`src/rtl/uart_pkg.sv`:
```
`default_nettype none
// ============================================================================
//  Module   : uart_pkg
//  Purpose  : Shared types and constants for the UART receive path.
//             - uart_state_e : receiver FSM state encoding
//             - clks_per_bit : rounded clock-to-baud divider
//             - DATA_BITS    : payload bits per frame (8N1)
//             - SYNC_STAGES  : depth of the line synchroniser
//  Revision : 1.0  initial release
// ============================================================================
package uart_pkg;

    localparam int DATA_BITS   = 8;
    localparam int SYNC_STAGES = 2;

    typedef enum logic [2:0] {
        IDLE      = 3'd0,
        START     = 3'd1,
        DATA      = 3'd2,
        STOP      = 3'd3,
        WAIT_HIGH = 3'd4
    } uart_state_e;

    // Divider rounded to the nearest integer so the bit period error stays
    // within half a clock.
    function automatic int clks_per_bit(input int clk_freq, input int baud);
        return (clk_freq + baud / 2) / baud;
    endfunction

endpackage
`default_nettype wire

```
`src/rtl/uart_rx_if.sv`:
```
`default_nettype none
// ============================================================================
//  Module   : uart_rx_if
//  Purpose  : Byte stream from the UART receiver to its consumer, plus the
//             receiver's status pulses.
//  Signals  : data[7:0]  received byte, stable while valid is high
//             valid      byte available
//             ready      consumer accepts the byte (transfer = valid & ready)
//             frame_err  one-cycle pulse, stop bit sampled low
//             overrun    one-cycle pulse, completed byte dropped (buffer full)
//             busy       receiver FSM is not idle
//  Modports : master = receiver side, slave = consumer side
//  Revision : 1.0  initial release
// ============================================================================
interface uart_rx_if;
    import uart_pkg::*;

    logic [DATA_BITS-1:0] data;
    logic                 valid;
    logic                 ready;
    logic                 frame_err;
    logic                 overrun;
    logic                 busy;

    modport master (
        output data, valid, frame_err, overrun, busy,
        input  ready
    );

    modport slave (
        input  data, valid, frame_err, overrun, busy,
        output ready
    );

endinterface
`default_nettype wire

```
`src/rtl/sync_2ff.sv`:
```
`default_nettype none
// ============================================================================
//  Module   : sync_2ff
//  Purpose  : Generic 1-bit two-flop synchroniser for an asynchronous input.
//  Ports    : clk    destination clock
//             rst_n  asynchronous active-low reset
//             d_i    asynchronous input
//             q_o    synchronised output, lags d_i by two clocks
//  Params   : RESET_VAL  value both flops take in reset (idle level of d_i)
//  Revision : 1.0  initial release
// ============================================================================
module sync_2ff
    import uart_pkg::*;
#(
    parameter logic RESET_VAL = 1'b0
) (
    input  logic clk,
    input  logic rst_n,
    input  logic d_i,
    output logic q_o
);

    logic [SYNC_STAGES-1:0] sync_q;

    always_ff @(posedge clk or negedge rst_n) begin
        if (!rst_n) begin
            sync_q <= {SYNC_STAGES{RESET_VAL}};
        end else begin
            sync_q <= {sync_q[SYNC_STAGES-2:0], d_i};
        end
    end

    assign q_o = sync_q[SYNC_STAGES-1];

endmodule
`default_nettype wire

```
`src/rtl/uart_rx.sv`:
```
`default_nettype none
// ============================================================================
//  Module   : uart_rx
//  Purpose  : 8N1 UART receiver with a one-byte output buffer, framing-error
//             and overrun pulses.
//  Ports    : clk      core clock
//             reset_n  asynchronous active-low reset
//             rx       raw serial line, asynchronous, idle high
//             bus      uart_rx_if.master: data/valid/ready stream + status
//  Params   : CLK_FREQ  core clock in Hz
//             BAUD      line rate in bit/s
//  Revision : 1.0  initial release
// ============================================================================
module uart_rx
    import uart_pkg::*;
#(
    parameter int CLK_FREQ = 25000000,
    parameter int BAUD     = 115200
) (
    input  logic      clk,
    input  logic      reset_n,
    input  logic      rx,
    uart_rx_if.master bus
);

    localparam int CLKS_PER_BIT = clks_per_bit(CLK_FREQ, BAUD);
    localparam int HALF         = CLKS_PER_BIT / 2;
    localparam int CW           = $clog2(CLKS_PER_BIT);
    localparam int BW           = $clog2(DATA_BITS);

    localparam logic [CW-1:0] c_cnt_last  = CW'(CLKS_PER_BIT - 1);
    localparam logic [CW-1:0] c_half_last = CW'(HALF - 1);
    localparam logic [BW-1:0] c_bit_last  = BW'(DATA_BITS - 1);

    // Below four clocks per bit the half-bit point collapses onto the edges.
    if (CLKS_PER_BIT < 4) begin : g_bad_divider
        $error("uart_rx: CLKS_PER_BIT must be at least 4");
    end

    // ------------------------------------------------------------------
    // Line synchroniser (resets to the idle level so no false start bit)
    // ------------------------------------------------------------------
    logic rx_s;

    sync_2ff #(
        .RESET_VAL (1'b1)
    ) u_rx_sync (
        .clk   (clk),
        .rst_n (reset_n),
        .d_i   (rx),
        .q_o   (rx_s)
    );

    // ------------------------------------------------------------------
    // Receive FSM
    // ------------------------------------------------------------------
    uart_state_e          state_q;
    logic [CW-1:0]        cnt_q;
    logic [BW-1:0]        bit_q;
    logic [DATA_BITS-1:0] shift_q;
    logic                 done_q;      // good stop bit seen last edge
    logic                 frame_err_q;
    logic                 busy_q;

    always_ff @(posedge clk or negedge reset_n) begin
        if (!reset_n) begin
            state_q     <= IDLE;
            cnt_q       <= '0;
            bit_q       <= '0;
            shift_q     <= '0;
            done_q      <= 1'b0;
            frame_err_q <= 1'b0;
            busy_q      <= 1'b0;
        end else begin
            done_q      <= 1'b0;
            frame_err_q <= 1'b0;
            cnt_q       <= cnt_q + 1'b1;

            case (state_q)
                IDLE: begin
                    // Held at zero so START begins counting from the
                    // detection edge.
                    cnt_q <= '0;
                    if (!rx_s) begin
                        state_q <= START;
                        busy_q  <= 1'b1;
                    end
                end

                START: begin
                    if (cnt_q == c_half_last) begin
                        cnt_q <= '0;
                        bit_q <= '0;
                        if (rx_s) begin
                            // Line is back high at mid start bit: glitch.
                            state_q <= IDLE;
                            busy_q  <= 1'b0;
                        end else begin
                            state_q <= DATA;
                        end
                    end
                end

                DATA: begin
                    if (cnt_q == c_cnt_last) begin
                        cnt_q   <= '0;
                        shift_q <= {rx_s, shift_q[DATA_BITS-1:1]};
                        bit_q   <= bit_q + 1'b1;
                        if (bit_q == c_bit_last) begin
                            state_q <= STOP;
                        end
                    end
                end

                STOP: begin
                    if (cnt_q == c_cnt_last) begin
                        cnt_q <= '0;
                        if (rx_s) begin
                            done_q  <= 1'b1;
                            state_q <= IDLE;
                            busy_q  <= 1'b0;
                        end else begin
                            frame_err_q <= 1'b1;
                            state_q     <= WAIT_HIGH;
                        end
                    end
                end

                WAIT_HIGH: begin
                    // Absorbs a break: no new start is looked for until the
                    // line has returned high.
                    cnt_q <= '0;
                    if (rx_s) begin
                        state_q <= IDLE;
                        busy_q  <= 1'b0;
                    end
                end

                default: begin
                    cnt_q   <= '0;
                    state_q <= IDLE;
                    busy_q  <= 1'b0;
                end
            endcase
        end
    end

    // ------------------------------------------------------------------
    // One-byte output buffer
    // ------------------------------------------------------------------
    logic [DATA_BITS-1:0] data_q;
    logic                 valid_q;
    logic                 overrun_q;

    always_ff @(posedge clk or negedge reset_n) begin
        if (!reset_n) begin
            data_q    <= '0;
            valid_q   <= 1'b0;
            overrun_q <= 1'b0;
        end else begin
            overrun_q <= 1'b0;
            if (done_q) begin
                // A transfer in the same cycle frees the buffer for the
                // new byte, so valid simply stays high.
                if (!valid_q || bus.ready) begin
                    data_q  <= shift_q;
                    valid_q <= 1'b1;
                end else begin
                    overrun_q <= 1'b1;
                end
            end else if (valid_q && bus.ready) begin
                valid_q <= 1'b0;
            end
        end
    end

    assign bus.data      = data_q;
    assign bus.valid     = valid_q;
    assign bus.frame_err = frame_err_q;
    assign bus.overrun   = overrun_q;
    assign bus.busy      = busy_q;

endmodule
`default_nettype wire

```
`src/flat_wrapper.sv`:
```
// flat-port wrapper written by rule: the top's interface ports become plain ports
module uart_rx_flat import uart_pkg::*;
#(
    parameter int CLK_FREQ = 25000000,
    parameter int BAUD     = 115200
)
  (clk, reset_n, rx, bus_data, bus_valid, bus_frame_err, bus_overrun, bus_busy, bus_ready);
  uart_rx_if bus_i ();
  input  logic clk;
  input  logic reset_n;
  input  logic rx;
  output wire logic [$bits(bus_i.data)-1:0] bus_data;
  output wire logic [$bits(bus_i.valid)-1:0] bus_valid;
  output wire logic [$bits(bus_i.frame_err)-1:0] bus_frame_err;
  output wire logic [$bits(bus_i.overrun)-1:0] bus_overrun;
  output wire logic [$bits(bus_i.busy)-1:0] bus_busy;
  input wire logic [$bits(bus_i.ready)-1:0] bus_ready;
  assign bus_data = bus_i.data;
  assign bus_valid = bus_i.valid;
  assign bus_frame_err = bus_i.frame_err;
  assign bus_overrun = bus_i.overrun;
  assign bus_busy = bus_i.busy;
  assign bus_i.ready = bus_ready;
  uart_rx #(.CLK_FREQ(CLK_FREQ), .BAUD(BAUD)) u_core (.clk(clk), .reset_n(reset_n), .rx(rx), .bus(bus_i));
endmodule
```
`config.mk`:
```
export PLATFORM = sky130hd
export DESIGN_NAME = uart_rx_flat
export DESIGN_NICKNAME = d
export VERILOG_FILES = /design/src/rtl/uart_pkg.sv /design/src/rtl/uart_rx_if.sv /design/src/rtl/sync_2ff.sv /design/src/rtl/uart_rx.sv /design/src/flat_wrapper.sv
export SDC_FILE = /design/constraint.sdc
export NUM_CORES = 1
export LEC_CHECK = 0
export ABC_AREA = 1
export CAP_MARGIN = 20
export CORE_ASPECT_RATIO = 0.75
export CORE_MARGIN = 1
export CORE_UTILIZATION = 60
export DETAILED_ROUTE_END_ITERATION = 7
export GPL_ROUTABILITY_DRIVEN = 0
export PLACE_DENSITY = 0.83
export RECOVER_POWER = 100
export SKIP_CTS_REPAIR_TIMING = 1
export SLEW_MARGIN = 15
export SYNTH_ARGS = -nofsm -noshare
export SYNTH_HDL_FRONTEND = slang
export SYNTH_SLANG_ARGS = --single-unit
```
`constraint.sdc`:
```
create_clock -name clk -period 2 [get_ports clk]
set_input_delay 0.2 -clock clk [delete_from_list [all_inputs] [get_ports clk]]
set_output_delay 0.2 -clock clk [all_outputs]
set_load 0.05 [all_outputs]
```
==> metrics, run 1 <==
Crit-path slowest cell=dfrtp_1; NetSw=~280 uW; YS warnings=0; total track usage=24.06%; core area=2643 um2; Seq cells post-synth=37; Hold Path Class=flop to flop; Synth Area per Inst=8.720 um2; Worst Hold Endpoint=u_core.u_rx_sync.sync_q[1]; Clock power frac=49.4%; Worst-path clk slew=0.07 ns; TritonCTS clock tree=built; post-route ant nets=0; CP arrival=1.92 ns; Netlist cell types=27; row cnt=16; Power Density=769.9 nW/um2; FF/Latch Area=928.4 um2; worst r2r path cells=9; Residual DRC=0; vias in the first global route=1173; startpoint types=flop; Post-Syn Nets=203; CTS Buffer Depth=2; max-slew violation count=0; pin count of the biggest net entering global routing=38; minimum hold slack=between 0.3 and 0.4 ns; Sw Share=18.49%; initial core utilization=between 60 and 70%; Comb pwr share=1.5%; RSZ-0062 raised after global routing=false; Setup crit end kind=flop; fin nets=approximately 220; Post-synth EDFFs=0; CP cell instances=inv_1 > ha_1 > nand2_1 > nor2_4 > nand2_1 > nor2_4 > o21ai_4 > nand2_1 > nand2_1; RR Endpoint=u_core.bit_q[2]; initial antenna violation count=0; maximum VDD drop=0.0005642 V; CP required=2.18 ns; die width=63.47 um; CP peak stage delay=0.41 ns; diode count=0; fraction of registers with async set/reset=100.0%; most common cell after layout, fill and taps aside=nand2_1; main flop type after synthesis=dfrtp_1; Starting DRT DRC Count=approximately 150; Mapped Cells=between 150 and 200; min-delay src=u_core.u_rx_sync.sync_q[0]; Ports=16; reg2reg setup slack=0.26 ns; Max Fanout on Critical Path=20; via count=1341; DP HPWL=2339 um; TritonRoute pass-1 iters=5; number of fill cells=187; Period minus WS final=1.736 ns; final setup vio count=0; H-tree depth=2; vias per cell=roughly 5.3; IO buf count=15; aggregate global routing overflow=0; status=complete, no violations; CTS sink count=37; average wire per cell in the routed design=around 13 um; Internal Power=around 1300 uW; setup skew after layout=0.004058 ns; final hold violations=0; Root Driver=clkbuf_8; FF-to-FF Start=u_core.cnt_q[0]; DRT Wirelength=3375 um; Area Overhead vs Synth=17.44%; worst skew pair latency=between 0.2 and 0.3 ns; achievable frequency=0.5759 GHz; synthesized area=1700 um2; WHS Path Cells=0; Crit Path Category=flop to flop; sequential share of power=49.1%; leakage power=roughly 0.00099 uW; cell mode on critical path=nand2_1; Slew @ Worst Pin=0.8956 ns; first-pass GRT wire length=5209 um; Final Cycle Share=86.82%; Inserted Clock Buffers=5; footprint of the multi-input gates=618.1 um2; Setup TNS=0 ns; share of the yosys chip area belonging to registers=a little over half; dpl ws=~0.45 ns; die height=48.11 um; worst setup margin=0.2636 ns; Die ar.=3053 um2; slew margin rel.=40.30%; commonest non-fill, non-tap cells in the layout=nand2_1 (52), dfrtp_1 (35), inv_1 (31); Max Cap Viol=0; share of cells above drive strength 1=8.796%
-- critical path: cells and delay by family, from the launching register on --
family / cells / cell delay (ns)
AND/OR/NAND/NOR: 6 / 0.90
flip-flops: 1 / 0.41
adder cells (fa/ha/maj): 1 / 0.14
AO/OA/AOI/OAI: 1 / 0.10
buffers and inverters: 1 / 0.07
-- Yosys cell counts, types with 2 or more instances --
| master | n | area (um2) |
|---|---|---|
| dfrtp_1 | 35 | 875.8 |
| dfstp_2 | 2 | 52.55 |
| ha_1 | 4 | 50.05 |
| inv_1 | 29 | 108.9 |
| inv_2 | 2 | 7.510 |
| nand2_1 | 50 | 187.7 |
| nand2_2 | 3 | 18.77 |
| nand3_1 | 11 | 55.05 |
| nor2_1 | 20 | 75.07 |
| nor2_2 | 2 | 12.51 |
| nor2_4 | 2 | 22.52 |
| nor3_1 | 2 | 10.01 |
| o21ai_0 | 18 | 90.09 |
| xor2_1 | 2 | 17.52 |
-- layout make-up --
| cell class | count | share of cell area (%) |
|---|---|---|
| flip-flops and latches | 37 | 46.49 |
| multi-input cells | 124 | 30.95 |
| repair buffers | 16 | 7.769 |
| inverters | 31 | 5.827 |
| clock buffers | 5 | 3.446 |
| clock inverters | 3 | 3.258 |
| well taps | 36 | 2.256 |
-- registers in the layout, indices dropped and copies added (netlist names) --
name,flops
u_core.cnt_q,8
u_core.u_rx_sync.sync_q,2
u_core.bus.data,8
u_core.bit_q,3
u_core.bus.overrun,1
u_core.bus.valid,1
u_core.shift_q,8
u_core.done_q,1
u_core.bus.frame_err,1
u_core.state_q,3
u_core.bus.busy,1
-- cell families after synthesis --
| logic type | after synthesis | synth area share (%) |
|---|---|---|
| simple gates | 95 | 25.46 |
| flops | 37 | 54.60 |
| buf+inv | 34 | 8.168 |
| compound gates | 22 | 7.285 |
| fa+ha+maj | 4 | 2.943 |
| xor+xnor | 3 | 1.546 |
-- layer usage --
metal	track usage (%)	vias up	share of wire (%)
met5	0	-	0
met4	10.91	0	1.3
met3	7.944	9	6.7
met2	40.85	58	49
met1	29.34	636	43
li1	-	638	-
-- power by group through the flow --
stage                     Clock [uW]  Sequential, uW  Combinational [uW]
after CTS                        766             754                25.4
after global placement             0             768                24.6
final                            760             754                23.1
after detailed placement           0             768                25.3
after floorplan                    0             768                3.13
after global routing             797             754                26.9
-- metrics by stage --
step	util (%)	power [uW]	instances	cell area, um2
2_1_floorplan	-	770.8	195	1700
3_3_place_gp	71.16	793.0	244	1881
3_5_place_dp	71.16	793.7	244	1881
4_1_cts	76.23	1546	252	2014
5_1_grt	75.57	1577	252	1997
6_report	75.57	1537	252	1997
-- worst max-delay path by stage --
stage / start / to / cells past startpoint
floorplan: u_core.bus.valid / u_core.bus.data[0] / 4
global placement: u_core.cnt_q[0] / u_core.bit_q[0] / 9
detailed placement: u_core.cnt_q[0] / u_core.bit_q[2] / 9
CTS: u_core.bus.data[5] / bus_data[5] / 1
global route: u_core.cnt_q[0] / u_core.bit_q[2] / 9
finish: u_core.cnt_q[0] / u_core.bit_q[2] / 9
(Power assumes the default switching activity.)
==> run 2: changes to the inputs <==
--- a/config.mk
+++ b/config.mk
@@ -6,6 +6,7 @@
 export NUM_CORES = 1
 export LEC_CHECK = 0
 export ABC_AREA = 1
+export ABC_CLOCK_PERIOD_IN_PS = 2000
 export CAP_MARGIN = 20
 export CORE_ASPECT_RATIO = 0.75
 export CORE_MARGIN = 1
==> results of run 2 <==
Final layout, timing and power as in run 1 (identical DEF).
==> run 3: changes to the inputs <==
--- a/config.mk
+++ b/config.mk
@@ -14,7 +14,7 @@
 export DETAILED_ROUTE_END_ITERATION = 7
 export GPL_ROUTABILITY_DRIVEN = 0
 export PLACE_DENSITY = 0.83
-export RECOVER_POWER = 100
+export RECOVER_POWER = 50
 export SKIP_CTS_REPAIR_TIMING = 1
 export SLEW_MARGIN = 15
 export SYNTH_ARGS = -nofsm -noshare
==> run 3 against run 2 <==
  * Sequential cell count unchanged
  * Combinational power about the same
  * Clock power hardly changed
  * Sequential power about the same
  * Fmax grew 3.9%
==> metrics, run 3 (synthesis results as in run 1) <==
total track usage=24.06%; Setup crit end kind=output pin; total chip power=about 1500 uW; FF/Latch Area=928.4 um2; average wire per cell in the routed design=around 13 um; CP arrival=between 1 and 1.5 ns; GRT Max-Usage Layer=met2; vias in the first global route=1173; Area Overhead vs Synth=18.32%; reg2reg setup slack=around 0.35 ns; die width=roughly 63 um; Period minus WS final=1.672 ns; Slew @ Worst Pin=0.8984 ns; Die ar.=3053 um2; Worst Hold Endpoint=u_core.u_rx_sync.sync_q[1]; Final Cycle Share=83.60%; dpl ws=0.4485 ns; share of cells above drive strength 1=11.11%; fin cells=252; most common cell after layout, fill and taps aside=nand2_1; grt met3 use=~7.9%; DRT Wirelength=3392 um; Power Density=763.8 nW/um2; initial antenna violation count=0; initial core utilization=approximately 64%; maximum VDD drop=roughly 0.00057 V; CP required=around 1.8 ns; worst r2r path cells=9; status=complete, no violations; worst setup margin=0.3279 ns; footprint of the multi-input gates=around 630 um2; Buf+Inv Stages, Crit Path=1; CTS Buffer Depth=2; first-pass GRT wire length=5209 um; via count=1350; die height=48.11 um; CTS sink count=37; worst skew pair latency=0.29 ns; pin count of the biggest net entering global routing=38; WHS Path Cells=0; core area=2643 um2; Crit Path Category=flop to output pin; Crit-path slowest cell=clkdlybuf4s50_1; row cnt=16; Inst Count DP=around 240; FF-to-FF Start=u_core.cnt_q[0]; Setup TNS=0 ns; Max Fanout on Critical Path=2; fin nets=around 220; setup skew after layout=between 0.004 and 0.005 ns; Hold Path Class=flop to flop; Worst-path clk slew=approximately 0.070 ns; leakage power=roughly 0.00097 uW; GR Layer Usage met1=about 29%; Root Driver=clkbuf_8; post-route ant nets=0; slew margin rel.=40.11%; Inserted Clock Buffers=5; CP peak stage delay=0.82 ns; number of fill cells=about 180; Residual DRC=0; TritonRoute pass-1 iters=6; crit path launch=u_core.bus.data[4]; achievable frequency=0.5981 GHz; TritonCTS clock tree=built; Finished Core Util=76.14%; startpoint types=flop; final hold violations=0; Starting DRT DRC Count=149; met2 Use GR=about two fifths; aggregate global routing overflow=0; H-tree depth=2; CP cell instances=clkdlybuf4s50_1; IO buf count=15; Max Cap Viol=0; vias per cell=between 5 and 6; DP HPWL=2339 um; max-slew violation count=0; final setup vio count=0; Ports=16; RSZ-0062 raised after global routing=false; min-delay src=u_core.u_rx_sync.sync_q[0]; commonest non-fill, non-tap cells in the layout=nand2_1 (50), dfrtp_1 (35), inv_1 (29); family with the most delay on the worst path=buffers and inverters; stages on the worst setup path=1; RR Endpoint=u_core.bit_q[2]; diode count=0
run 3: cell count changes in the layout (fill, tap and decap cells not counted), moves of 2 or more:
cell	previous run	this run
clkdlybuf4s50_1	1	13
dlygate4sd3_1	14	2
inv_2	0	2
inv_1	31	29
nand2_1	52	50
run 3: report_power, final:
group	leakage, uW	internal (uW)	switching, uW
registers	0.000490	752	2.66
logic	0.000410	6.27	16.9
clock network	0.0000681	495	264
total	0.000968	1250	284
run 3: cell type report:
class / count / area share [%]
clock buffer: 5 / 3.420
clock inverter: 3 / 3.234
tap: 36 / 2.239
timing repair buffer: 16 / 7.711
inverter: 31 / 5.784
sequential: 37 / 46.14
multi-input combinational: 124 / 31.47
run 3: worst max path at each step:
| stage | endpoint | slack, ns |
|---|---|---|
| final | bus_data[4] | 0.33 |
| after detailed placement | u_core.bit_q[2] | 0.45 |
| after global placement | u_core.bit_q[0] | 0.52 |
| after global routing | u_core.bit_q[2] | 0.23 |
| after floorplan | u_core.bus.data[0] | 0.62 |
| after CTS | bus_data[5] | 0.33 |
run 3: layer usage:
| layer | vias up | wire length, um | part of all wire [%] |
|---|---|---|---|
| met2 | 59 | 1655 | 49 |
| met3 | 9 | 227 | 6.7 |
| met5 | - | 0 | 0 |
| met1 | 644 | 1456 | 43 |
| li1 | 638 | - | - |
| met4 | 0 | 52 | 1.5 |
run 3: per-stage QoR:
step	hold WS (ns)	cell area (um2)
after floorplan	-0.09559	1700
after global placement	0.3465	1881
after detailed placement	0.3472	1881
after CTS	0.3075	2014
after global routing	0.3650	2012
final	0.3575	2012
